## config.mk

```make
export PLATFORM = sky130hd
export DESIGN_NAME = piradip_axis_sample_deinterleaver
export DESIGN_NICKNAME = d
export VERILOG_FILES = /design/src/rtl/piradip_axis_sample_deinterleaver.sv
export SDC_FILE = /design/constraint.sdc
export NUM_CORES = 1
export LEC_CHECK = 0
export CORE_AREA = 2 2 204 146
export CTS_CLUSTER_SIZE = 40
export DETAILED_ROUTE_END_ITERATION = 7
export DIE_AREA = 0 0 206 148
export PLACE_DENSITY = 0.71
export SLEW_MARGIN = 25
export SYNTH_ARGS = -nofsm -noshare
export SYNTH_HDL_FRONTEND = slang
export SYNTH_SLANG_ARGS = --single-unit
```

## constraint.sdc

```tcl
create_clock -name aclk -period 2.55 [get_ports aclk]
set_input_delay 0.255 -clock aclk [delete_from_list [all_inputs] [get_ports aclk]]
set_output_delay 0.255 -clock aclk [all_outputs]
set_load 0.03 [all_outputs]
```

## src/rtl/piradip_axis_sample_deinterleaver.sv

```systemverilog
// Splits a packed IQ AXI4-Stream into separate I and Q streams (dual: sample split, single: two half beats).
// Optional tlast pass-through is enabled by defining PIRADIP_DEINTERLEAVE_TLAST_EN.
module piradip_axis_sample_deinterleaver #(
  parameter  int SAMPLE_WIDTH = 16,
  parameter  int N_SAMPLES    = 4,
  localparam int OW           = N_SAMPLES * SAMPLE_WIDTH,
  localparam int IW           = 2 * OW,
  localparam int BW           = OW / 8
) (
  input  logic          aclk,
  input  logic          areset,
  input  logic          i_en,
  input  logic          q_en,
  input  logic [IW-1:0] s_iq_tdata,
`ifdef PIRADIP_DEINTERLEAVE_TLAST_EN
  input  logic          s_iq_tlast,
  output logic          m_i_tlast,
  output logic          m_q_tlast,
`endif
  input  logic          s_iq_tvalid,
  output logic          s_iq_tready,
  output logic [OW-1:0] m_i_tdata,
  output logic [BW-1:0] m_i_tstrb,
  output logic          m_i_tvalid,
  input  logic          m_i_tready,
  output logic [OW-1:0] m_q_tdata,
  output logic [BW-1:0] m_q_tstrb,
  output logic          m_q_tvalid,
  input  logic          m_q_tready
);

  typedef enum logic {PH0 = 1'b0, PH1 = 1'b1} state_t;

  state_t        state_q, state_d;
  logic [1:0]    mode_q, mode_d, mode_cur;
  logic [OW-1:0] hold_q, hold_d;
  logic [OW-1:0] i_data_q, i_data_d, q_data_q, q_data_d;
  logic [BW-1:0] i_strb_q, i_strb_d, q_strb_q, q_strb_d;
  logic          i_vld_q, i_vld_d, q_vld_q, q_vld_d;
  logic          i_last_q, i_last_d, q_last_q, q_last_d, hold_last_q, hold_last_d;
  logic          slot_free_i, slot_free_q, rdy, accept, in_last;

  assign slot_free_i = !i_vld_q || m_i_tready;
  assign slot_free_q = !q_vld_q || m_q_tready;
  assign accept      = s_iq_tvalid && s_iq_tready;

`ifdef PIRADIP_DEINTERLEAVE_TLAST_EN
  assign in_last   = s_iq_tlast;
  assign m_i_tlast = i_last_q;
  assign m_q_tlast = q_last_q;
`else
  assign in_last   = 1'b0;
`endif

  // Enables only steer the block while accepting; PH1 finishes the latched mode.
  always_comb begin
    mode_cur = (state_q == PH0) ? {i_en, q_en} : mode_q;
    rdy      = 1'b0;
    if (state_q == PH0) begin
      case (mode_cur)
        2'b11:   rdy = slot_free_i && slot_free_q;
        2'b10:   rdy = slot_free_i;
        2'b01:   rdy = slot_free_q;
        default: rdy = 1'b1;
      endcase
    end
    s_iq_tready = rdy && !areset;
  end

  always_comb begin
    state_d     = state_q;
    mode_d      = mode_q;
    hold_d      = hold_q;
    hold_last_d = hold_last_q;
    i_data_d    = i_data_q;
    q_data_d    = q_data_q;
    i_last_d    = i_last_q;
    q_last_d    = q_last_q;
    i_vld_d     = i_vld_q && !m_i_tready;
    q_vld_d     = q_vld_q && !m_q_tready;

    if (accept) mode_d = mode_cur;

    if (state_q == PH0) begin
      if (accept) begin
        case (mode_cur)
          2'b11: begin
            for (int k = 0; k < N_SAMPLES; k++) begin
              i_data_d[k*SAMPLE_WIDTH +: SAMPLE_WIDTH] = s_iq_tdata[(2*k)*SAMPLE_WIDTH +: SAMPLE_WIDTH];
              q_data_d[k*SAMPLE_WIDTH +: SAMPLE_WIDTH] = s_iq_tdata[(2*k+1)*SAMPLE_WIDTH +: SAMPLE_WIDTH];
            end
            i_vld_d  = 1'b1;
            q_vld_d  = 1'b1;
            i_last_d = in_last;
            q_last_d = in_last;
          end
          2'b10: begin
            i_data_d    = s_iq_tdata[OW-1:0];
            i_vld_d     = 1'b1;
            i_last_d    = 1'b0;
            hold_d      = s_iq_tdata[IW-1:OW];
            hold_last_d = in_last;
            state_d     = PH1;
          end
          2'b01: begin
            q_data_d    = s_iq_tdata[OW-1:0];
            q_vld_d     = 1'b1;
            q_last_d    = 1'b0;
            hold_d      = s_iq_tdata[IW-1:OW];
            hold_last_d = in_last;
            state_d     = PH1;
          end
          default: ;
        endcase
      end
    end else begin
      case (mode_q)
        2'b10: if (slot_free_i) begin
          i_data_d = hold_q;
          i_vld_d  = 1'b1;
          i_last_d = hold_last_q;
          state_d  = PH0;
        end
        2'b01: if (slot_free_q) begin
          q_data_d = hold_q;
          q_vld_d  = 1'b1;
          q_last_d = hold_last_q;
          state_d  = PH0;
        end
        default: state_d = PH0;
      endcase
    end

    i_strb_d = {BW{i_vld_d}};
    q_strb_d = {BW{q_vld_d}};
  end

  // Output slots and FSM register stage
  always_ff @(posedge aclk) begin
    if (areset) begin
      state_q     <= PH0;
      mode_q      <= '0;
      hold_q      <= '0;
      hold_last_q <= 1'b0;
      i_data_q    <= '0;
      q_data_q    <= '0;
      i_strb_q    <= '0;
      q_strb_q    <= '0;
      i_vld_q     <= 1'b0;
      q_vld_q     <= 1'b0;
      i_last_q    <= 1'b0;
      q_last_q    <= 1'b0;
    end else begin
      state_q     <= state_d;
      mode_q      <= mode_d;
      hold_q      <= hold_d;
      hold_last_q <= hold_last_d;
      i_data_q    <= i_data_d;
      q_data_q    <= q_data_d;
      i_strb_q    <= i_strb_d;
      q_strb_q    <= q_strb_d;
      i_vld_q     <= i_vld_d;
      q_vld_q     <= q_vld_d;
      i_last_q    <= i_last_d;
      q_last_q    <= q_last_d;
    end
  end

  assign m_i_tdata  = i_data_q;
  assign m_i_tstrb  = i_strb_q;
  assign m_i_tvalid = i_vld_q;
  assign m_q_tdata  = q_data_q;
  assign m_q_tstrb  = q_strb_q;
  assign m_q_tvalid = q_vld_q;

endmodule
```

==> results.tsv, run 1 <==
metric	value	unit
status	finished, final reports clean	
clk_lat worst skew	0.46	ns
CTS tree	yes	
maximum clock path buffer count	2	
Hold Path Class	input pin to flip-flop	
crit path DAT	2.25	ns
syn_nets	1293	
DR iter-0 viols	1114	
Crit path required time	2.30	ns
Post-synth EDFFs	0	
clk sink count	197	
Post-Syn Area	9863	sq um
I/O pin total	282	
Final nets	1518	
total power	7.653	mW
Via density	5.705	
final hold slack	0.3580	ns
row count	52	
total number of vias	10097	
Yosys reg bits	197	
r2r endpoint	m_q_tdata[61]	
post-synth top area cell	dfxtp_1	
total CTS buffers	17	
FF-to-FF Start	state_q	
Warnings, synthesis	0	
layout cells sized above 1	15.47	%
worst-case reg-to-reg path depth	8	
Pwr per Cell Area	550.7	nW/um^2
post-synth top area share	39.98	%
final core occ	48.77	%
top cells by area, synth	dfxtp_1 (40%), mux2_2 (11%), a21oi_1 (9.1%), o221ai_1 (8.5%), nand3_1 (5.9%)	
r2r setup slk	0.14	ns
commonest cells in the netlist	dfxtp_1 (197), a21oi_1 (179), nand2_1 (147)	
clock slew at reported path FFs	0.08	ns
hold path depth	5	
maximum VDD drop	432.1	uV
Slew headroom	36.21	%
Most used DFF post-synth	dfxtp_1	
startpoint types	flip-flop	
hold_buf cts	0	
first-pass GRT wire length	60.44	mm
per-cell routed wire length	23.32	um
number of max-cap violations	0	
Worst Setup End Kind	output pin	
post-synthesis average cell area	8.562	sq um
fin crit share	98.20	%
worst slew pin tran	0.9568	ns
H-Tree Depth	4	
GP Congestion	0.9212	
post-route cell area	13900	sq um
RSZ-0062 raised after global routing	false	
Die Y	148	um
filler cell count in the final layout	2692	
most frequent cell after synthesis	dfxtp_1	
DRT Pass-1 Iters	5	
Die Wd	206	um
CP Max Fanout	4	
Port Buffers	281	
drt total wl	41.28	mm
core area	28500	sq um
GRT overflow	0	
Initial Util	34.61	%
Placement Setup Slack	-0.1847	ns
vias in the first global route	9615	
die area	30490	sq um
synth unique cells	38	
Final Max Tran Viols	0	
sequential share of the synthesized area	39.98	%
Setup-failing EPs final	0	
final worst slack	0.04589	ns
Synth-to-Final Area Change	40.90	%
Routed Antenna Nets	0	
Mapped Cells	1152	
Root Driver	clkbuf_16	
initial antenna violation count	3	
aggregate global-route resource usage	26.57	%
largest net degree at the start of global routing	198	
fin crit period	2.504	ns
Final Hold Fails	0	
critical path type	flip-flop to output pin	
DP Area	13250	sq um
Leakage	4.483	nW
async set-reset flop share out of synthesis	0	%
total DRC errors in the routed layout	0	
Worst Hold Launch	areset	
dpl hpwl	29.68	mm
Worst Hold Endpoint	mode_q[1]	
Max Fclk	0.3993	GHz
Layout Skew	0.01187	ns
==> registers in the layout (all words and copies together) (netlist names) <==
| signal | count |
|---|---|
| m_q_tdata | 64 |
| mode_q | 2 |
| m_q_tvalid | 1 |
| m_i_tvalid | 1 |
| m_i_tdata | 64 |
| hold_q | 64 |
| state_q | 1 |
==> logic make-up after synthesis <==
family	count (synthesis)	share of synthesized area [%]
AND/OR/NAND/NOR	354	17.09
flip-flops	197	39.98
multiplexers	114	12.80
AO/OA/AOI/OAI	338	22.05
buffers and inverters	143	7.320
adder cells (fa/ha/maj)	6	0.7611
==> worst max-delay path, cell delays in order, from the launching register on <==
cell      delay [ns]
dfxtp_4         0.39
mux2i_4         0.27
ha_2            0.26
or2_4           0.16
o211ai_4        0.12
buf_4           0.17
a21boi_1        0.27
buf_12          0.17
==> metrics by stage <==
stage | instances | TNS (ns)
4_1_cts | 1766 | 0
5_1_grt | 1770 | 0
3_5_place_dp | 1734 | -9.449
3_3_place_gp | 1734 | -5.809
6_report | 1770 | 0
2_1_floorplan | 1152 | 0
==> area by class of cell <==
cell class / instances / area [sq um] / share of cell area [%]
multi-input combinational: 812 / 5285 / 38.03
clock inverter: 15 / 182.7 / 1.314
timing repair buffer: 344 / 3560 / 25.61
tap: 378 / 473.0 / 3.403
antenna: 2 / 5.005 / 0.03601
inverter: 5 / 18.77 / 0.1350
clock buffer: 17 / 425.4 / 3.061
sequential: 197 / 3948 / 28.41
==> routing by layer <==
metal  up-vias  GRT usage [%]  wire length [um]
met5         -              0                 0
met3        69          6.415              4212
met4         0          9.643              1211
met1      4821          37.36             18150
met2       564          39.33             17700
li1       4643              -                 -
==> how the worst max path moves through the flow <==
stage / cells past startpoint / start / slack (ns) / endpoint
2_1_floorplan: 10 / state_q / 0.0007 / m_q_tdata[19]
3_3_place_gp: 9 / q_en / -0.15 / m_q_tdata[18]
3_5_place_dp: 9 / q_en / -0.18 / m_q_tdata[59]
4_1_cts: 8 / state_q / 0.02 / s_iq_tready
5_1_grt: 7 / state_q / 0.001 / s_iq_tready
6_report: 7 / state_q / 0.05 / s_iq_tready
==> cells in the final DEF (no fill, tap or decap), drive strengths merged <==
cell type,netlist,routed
clkdlybuf4s50,0,279
dfxtp,197,197
a21oi,181,181
nand2,148,148
nand3,116,116
mux2,97,97
o221ai,96,96
nand2b,66,66
buf,77,65
o21ai,33,33
clkbuf,61,17
mux2i,17,17
nor3,16,16
a311oi,16,16
inv,5,13
clkinv,0,6
ha,6,6
nor2,4,4
a21o,3,3
diode,0,2
a31oi,2,2
o211ai,2,2
nor2b,2,2
or2,1,1
a21boi,1,1
o211a,1,1
o2111a,1,1
o2111ai,1,1
nand3b,1,1
a211oi,1,1
clkinvlp,0,1
==> power by group <==
| part | total [mW] | switching (mW) | internal (mW) |
|---|---|---|---|
| Sequential | 3.27 | 0.0740 | 3.20 |
| Combinational | 1.57 | 0.847 | 0.723 |
| Clock | 2.81 | 1.48 | 1.34 |
==> timing repair <==
action | 4_1_cts | 5_1_grt
setup endpoints to repair | 1 | 1
resized for setup | 3 | 1
setup buffers | 0 | 2
No activity file was read; power rests on OpenSTA's default activity.
==> run 2, diff against run 1 <==
--- a/config.mk
+++ b/config.mk
@@ -9,7 +9,7 @@
 export CTS_CLUSTER_SIZE = 40
 export DETAILED_ROUTE_END_ITERATION = 7
 export DIE_AREA = 0 0 206 148
-export PLACE_DENSITY = 0.71
+export PLACE_DENSITY = 0.68
 export SLEW_MARGIN = 25
 export SYNTH_ARGS = -nofsm -noshare
 export SYNTH_HDL_FRONTEND = slang
==> constraint.sdc (replaced) <==
create_clock -name aclk -period 2.7 [get_ports aclk]
set_input_delay 0.27 -clock aclk [delete_from_list [all_inputs] [get_ports aclk]]
set_output_delay 0.27 -clock aclk [all_outputs]
set_load 0.03 [all_outputs]
==> results.tsv, run 2 (synthesized netlist as in run 1, its figures left out) <==
metric	value	unit
CTS tree	yes	
FF-to-FF Start	state_q	
final std cells w/o fill	1749	
first-pass GRT wire length	60.17	mm
maximum VDD drop	362.0	uV
final hold slack	0.2637	ns
vias in the first global route	9546	
per-cell routed wire length	23.40	um
dpl hpwl	28.81	mm
initial antenna violation count	8	
Final Max Tran Viols	0	
RSZ-0062 raised after global routing	false	
Final nets	1492	
Hold Path Class	input pin to flip-flop	
Placed Cells	1710	
Setup-failing EPs final	0	
core area	28500	sq um
fin crit share	96.49	%
Pwr per Cell Area	522.1	nW/um^2
clock slew at reported path FFs	0.08	ns
aggregate global-route resource usage	26.41	%
DR iter-0 viols	997	
Routed Antenna Nets	0	
total CTS buffers	17	
Slew headroom	23.71	%
crit path DAT	2.34	ns
commonest cells after routing, fill and taps aside	clkdlybuf4s50_1 (279), dfxtp_1 (196), a21oi_1 (178), nand2_1 (147), nand3_1 (114)	
hold path depth	4	
Worst Setup End Kind	output pin	
Layout Skew	0.01213	ns
Worst Hold Launch	areset	
H-Tree Depth	4	
clk_lat worst skew	0.45	ns
setup bufs post-CTS	0	
Die Y	148	um
Die Wd	206	um
critical path type	flip-flop to output pin	
Gates resized, CTS repair	0	
commonest non-fill, non-tap cell in the layout	clkdlybuf4s50_1	
post-route cell area	13610	sq um
drt total wl	40.93	mm
clk sink count	197	
total power	7.103	mW
GRT overflow	0	
status	finished, final reports clean	
total DRC errors in the routed layout	0	
Critical path origin	state_q	
GP Congestion	0.8876	
startpoint types	flip-flop	
hold_buf cts	0	
Port Buffers	281	
largest net degree at the start of global routing	198	
fin crit period	2.605	ns
Crit path required time	2.43	ns
Initial Util	34.61	%
Max Fclk	0.3838	GHz
DRT Pass-1 Iters	6	
worst slew pin tran	1.144	ns
maximum clock path buffer count	2	
Via density	5.778	
DP Area	13000	sq um
total number of vias	10105	
Final Hold Fails	0	
number of max-cap violations	0	
CP Max Fanout	9	
Leakage	4.313	nW
die area	30490	sq um
row count	52	
I/O pin total	282	
Synth-to-Final Area Change	37.94	%
layout cells sized above 1	13.78	%
worst-case reg-to-reg path depth	9	
Root Driver	clkbuf_16	
run 2: changes by cell type in the layout (fill, tap and decap cells not counted), sizes merged:
cell | previous run | this run
buf | 65 | 39
diode | 2 | 7
clkinv | 6 | 3
clkinvlp | 1 | 3
clkbuf | 17 | 18
run 2: report_power, final:
part	switching, mW	internal [mW]	total, mW
sequential	0.0712	3.02	3.09
clock	1.31	1.26	2.57
combinational	0.792	0.651	1.44
total	2.18	4.93	7.10
run 2: metal layers:
metal	wire (um)	GRT usage [%]
met5	0	0
met2	16970	36.95
met1	18060	37.45
met4	1461	11.00
met3	4432	7.782
run 2: worst max-delay path, cell delays in order, from the launching register on:
cell	delay (ns)
dfxtp_4	0.45
mux2_2	0.40
ha_2	0.23
or2_4	0.27
o211ai_2	0.16
a21boi_1	0.19
buf_12	0.18
run 2: path summary, 6_finish.rpt:
kind	end	slack, ns
max	s_iq_tready	0.09
min	mode_q[1]	0.26
max reg2reg	m_q_tdata[59]	0.21
min reg2reg	hold_q[50]	0.45
run 2: final cells by class:
type,count,area (sq um)
clock inverters,14,135.1
repair buffers,318,3302
multi-input cells,812,5273
flip-flops and latches,197,3948
clock buffers,18,439.2
inverters,5,18.77
well taps,378,473.0
fillers,2774,14890
diodes,7,17.52
run 2: metrics by stage:
| stage | utilization, % | TNS (ns) | setup slack (ns) |
|---|---|---|---|
| floorplan | - | 0 | 0.06728 |
| global placement | 45.62 | 0 | 0.06162 |
| detailed placement | 45.62 | -0.007285 | -0.007285 |
| CTS | 47.64 | 0 | 0.03258 |
| global route | 47.71 | 0 | 0.03061 |
| finish | 47.74 | 0 | 0.09474 |
==> run 3, diff against run 2 <==
--- a/config.mk
+++ b/config.mk
@@ -5,11 +5,11 @@
 export SDC_FILE = /design/constraint.sdc
 export NUM_CORES = 1
 export LEC_CHECK = 0
-export CORE_AREA = 2 2 204 146
+export CORE_AREA = 2 2 175 125
 export CTS_CLUSTER_SIZE = 40
 export DETAILED_ROUTE_END_ITERATION = 7
-export DIE_AREA = 0 0 206 148
-export PLACE_DENSITY = 0.68
+export DIE_AREA = 0 0 177 127
+export PLACE_DENSITY = 0.87
 export SLEW_MARGIN = 25
 export SYNTH_ARGS = -nofsm -noshare
 export SYNTH_HDL_FRONTEND = slang
==> results.tsv, run 3 (synthesized netlist as in run 1, its figures left out) <==
metric	value	unit
drt total wl	38.07	mm
Initial Util	47.78	%
row count	44	
Psw	2.088	mW
Via density	6.283	
Setup-failing EPs final	0	
total CTS buffers	17	
CTS tree	yes	
Logic pwr share	20.0	%
Port Buffers	281	
Final nets	1486	
Net Sw Frac	29.22	%
Int Power	5.057	mW
DRT Pass-1 Iters	6	
Hold Path Class	input pin to flip-flop	
critical path type	flip-flop to flip-flop	
Final Max Tran Viols	0	
maximum clock path buffer count	2	
Die Y	127	um
wl on met1	15.02	mm
Final Hold Fails	0	
FF-to-FF Start	state_q	
clock share of power	36.8	%
Worst Hold Launch	areset	
core area	20640	sq um
final worst slack	0.1706	ns
clk sink count	197	
first-pass GRT wire length	56.69	mm
Layout Skew	0.01160	ns
fin crit share	93.68	%
worst-case reg-to-reg path depth	5	
RSZ-0062 raised after global routing	false	
Pwr per Cell Area	533.0	nW/um^2
Placement Setup Slack	-0.04933	ns
Worst Setup End Kind	flip-flop	
metal2 WL	16.55	mm
worst slew pin tran	1.065	ns
die area	22480	sq um
Max Fclk	0.3954	GHz
I/O pin total	282	
crit path DAT	2.82	ns
Seq pwr share	43.2	%
r2r setup slk	0.17	ns
aggregate global-route resource usage	32.75	%
startpoint types	flip-flop	
setup bufs post-CTS	0	
GRT overflow	0	
dpl hpwl	26.37	mm
clock slew at reported path FFs	0.08	ns
commonest non-fill, non-tap cell in the layout	clkdlybuf4s50_1	
Synth-to-Final Area Change	35.90	%
Leakage	4.293	nW
top sig layer	met4	
r2r endpoint	m_q_tdata[38]	
final core occ	64.93	%
fin crit period	2.529	ns
initial antenna violation count	3	
layout cells sized above 1	13.40	%
vias in the first global route	9578	
Slew headroom	29.03	%
filler cell count in the final layout	1700	
per-cell routed wire length	23.24	um
clk_lat worst skew	0.44	ns
total DRC errors in the routed layout	0	
GP Congestion	0.9206	
largest net degree at the start of global routing	198	
status	finished, final reports clean	
H-Tree Depth	4	
DR iter-0 viols	1258	
commonest cells after routing, fill and taps aside	clkdlybuf4s50_1 (279), dfxtp_1 (196), a21oi_1 (178), nand2_1 (147), nand3_1 (114)	
Root Driver	clkbuf_16	
maximum VDD drop	429.5	uV
hold path depth	4	
Worst Hold Endpoint	mode_q[1]	
number of max-cap violations	0	
Die Wd	177	um
Crit path required time	2.99	ns
met3 wire len	4.959	mm
Routed Antenna Nets	0	
CP Max Fanout	85	
total number of vias	10292	
-- run 3: cell count changes in the layout (fill, tap and decap cells not counted) --
cell	before	now
buf_12	17	14
buf_4	21	18
bufinv_16	0	2
clkbuf_8	1	0
clkinv_2	1	3
clkinvlp_4	3	0
diode_2	7	4
inv_12	1	0
inv_6	2	7
inv_8	5	1
-- run 3: repair_timing --
action | CTS | global route
endpoints found under the setup margin | 0 | 6
hold buffers | 0 | 0
gates resized for setup | 0 | 2
endpoints found under the hold margin | 0 | 0
-- run 3: layout make-up --
class | count | area [sq um] | area share [%]
Clock inverter | 15 | 165.2 | 1.232
Inverter | 5 | 18.77 | 0.1400
Multi-Input combinational cell | 812 | 5273 | 39.34
Sequential cell | 197 | 3948 | 29.45
Timing Repair Buffer | 312 | 3219 | 24.02
Antenna cell | 4 | 10.01 | 0.07468
Clock buffer | 17 | 425.4 | 3.174
Tap cell | 276 | 345.3 | 2.576
-- run 3: worst max-delay path, cell delays in order (launching register included) --
cell,delay [ns]
dfxtp_4,0.39
buf_4,0.69
buf_4,0.66
nand2b_1,0.28
o221ai_1,0.20
a21oi_1,0.12
-- run 3: metal layers --
metal / GRT usage [%] / vias up
met3: 9.048 / 113
met2: 50.22 / 717
met5: 0 / -
li1: - / 4579
met1: 43.06 / 4883
met4: 14.68 / 0
-- run 3: per-stage QoR --
step | instance area [sq um] | cells | power [mW] | hold slack (ns) | TNS (ns)
global placement | 12790 | 1602 | 4.515 | 0.4365 | 0
detailed placement | 12790 | 1602 | 4.547 | 0.4422 | -0.3614
global route | 13390 | 1634 | 7.345 | 0.2818 | 0
floorplan | 9866 | 1152 | 3.915 | 0.4060 | 0
CTS | 13380 | 1634 | 7.119 | 0.2586 | 0
finish | 13400 | 1638 | 7.145 | 0.2668 | 0
-- run 3: power groups by stage --
stage                     registers (mW)  clock network (mW)  logic [mW]
after floorplan                     3.29                   0       0.622
after detailed placement            3.15                   0        1.39
after global placement              3.15                   0        1.37
final                               3.09                2.63        1.43
after global routing                3.10                2.75        1.49
after CTS                           3.09                2.63        1.40
-- run 3: worst max-delay path by stage --
stage	from	end	depth (start not counted)
3_5_place_dp	q_en	m_q_tdata[48]	9
6_report	state_q	m_q_tdata[38]	5
3_3_place_gp	q_en	m_q_tdata[46]	9
2_1_floorplan	state_q	m_q_tdata[20]	13
5_1_grt	state_q	s_iq_tready	8
4_1_cts	state_q	s_iq_tready	8
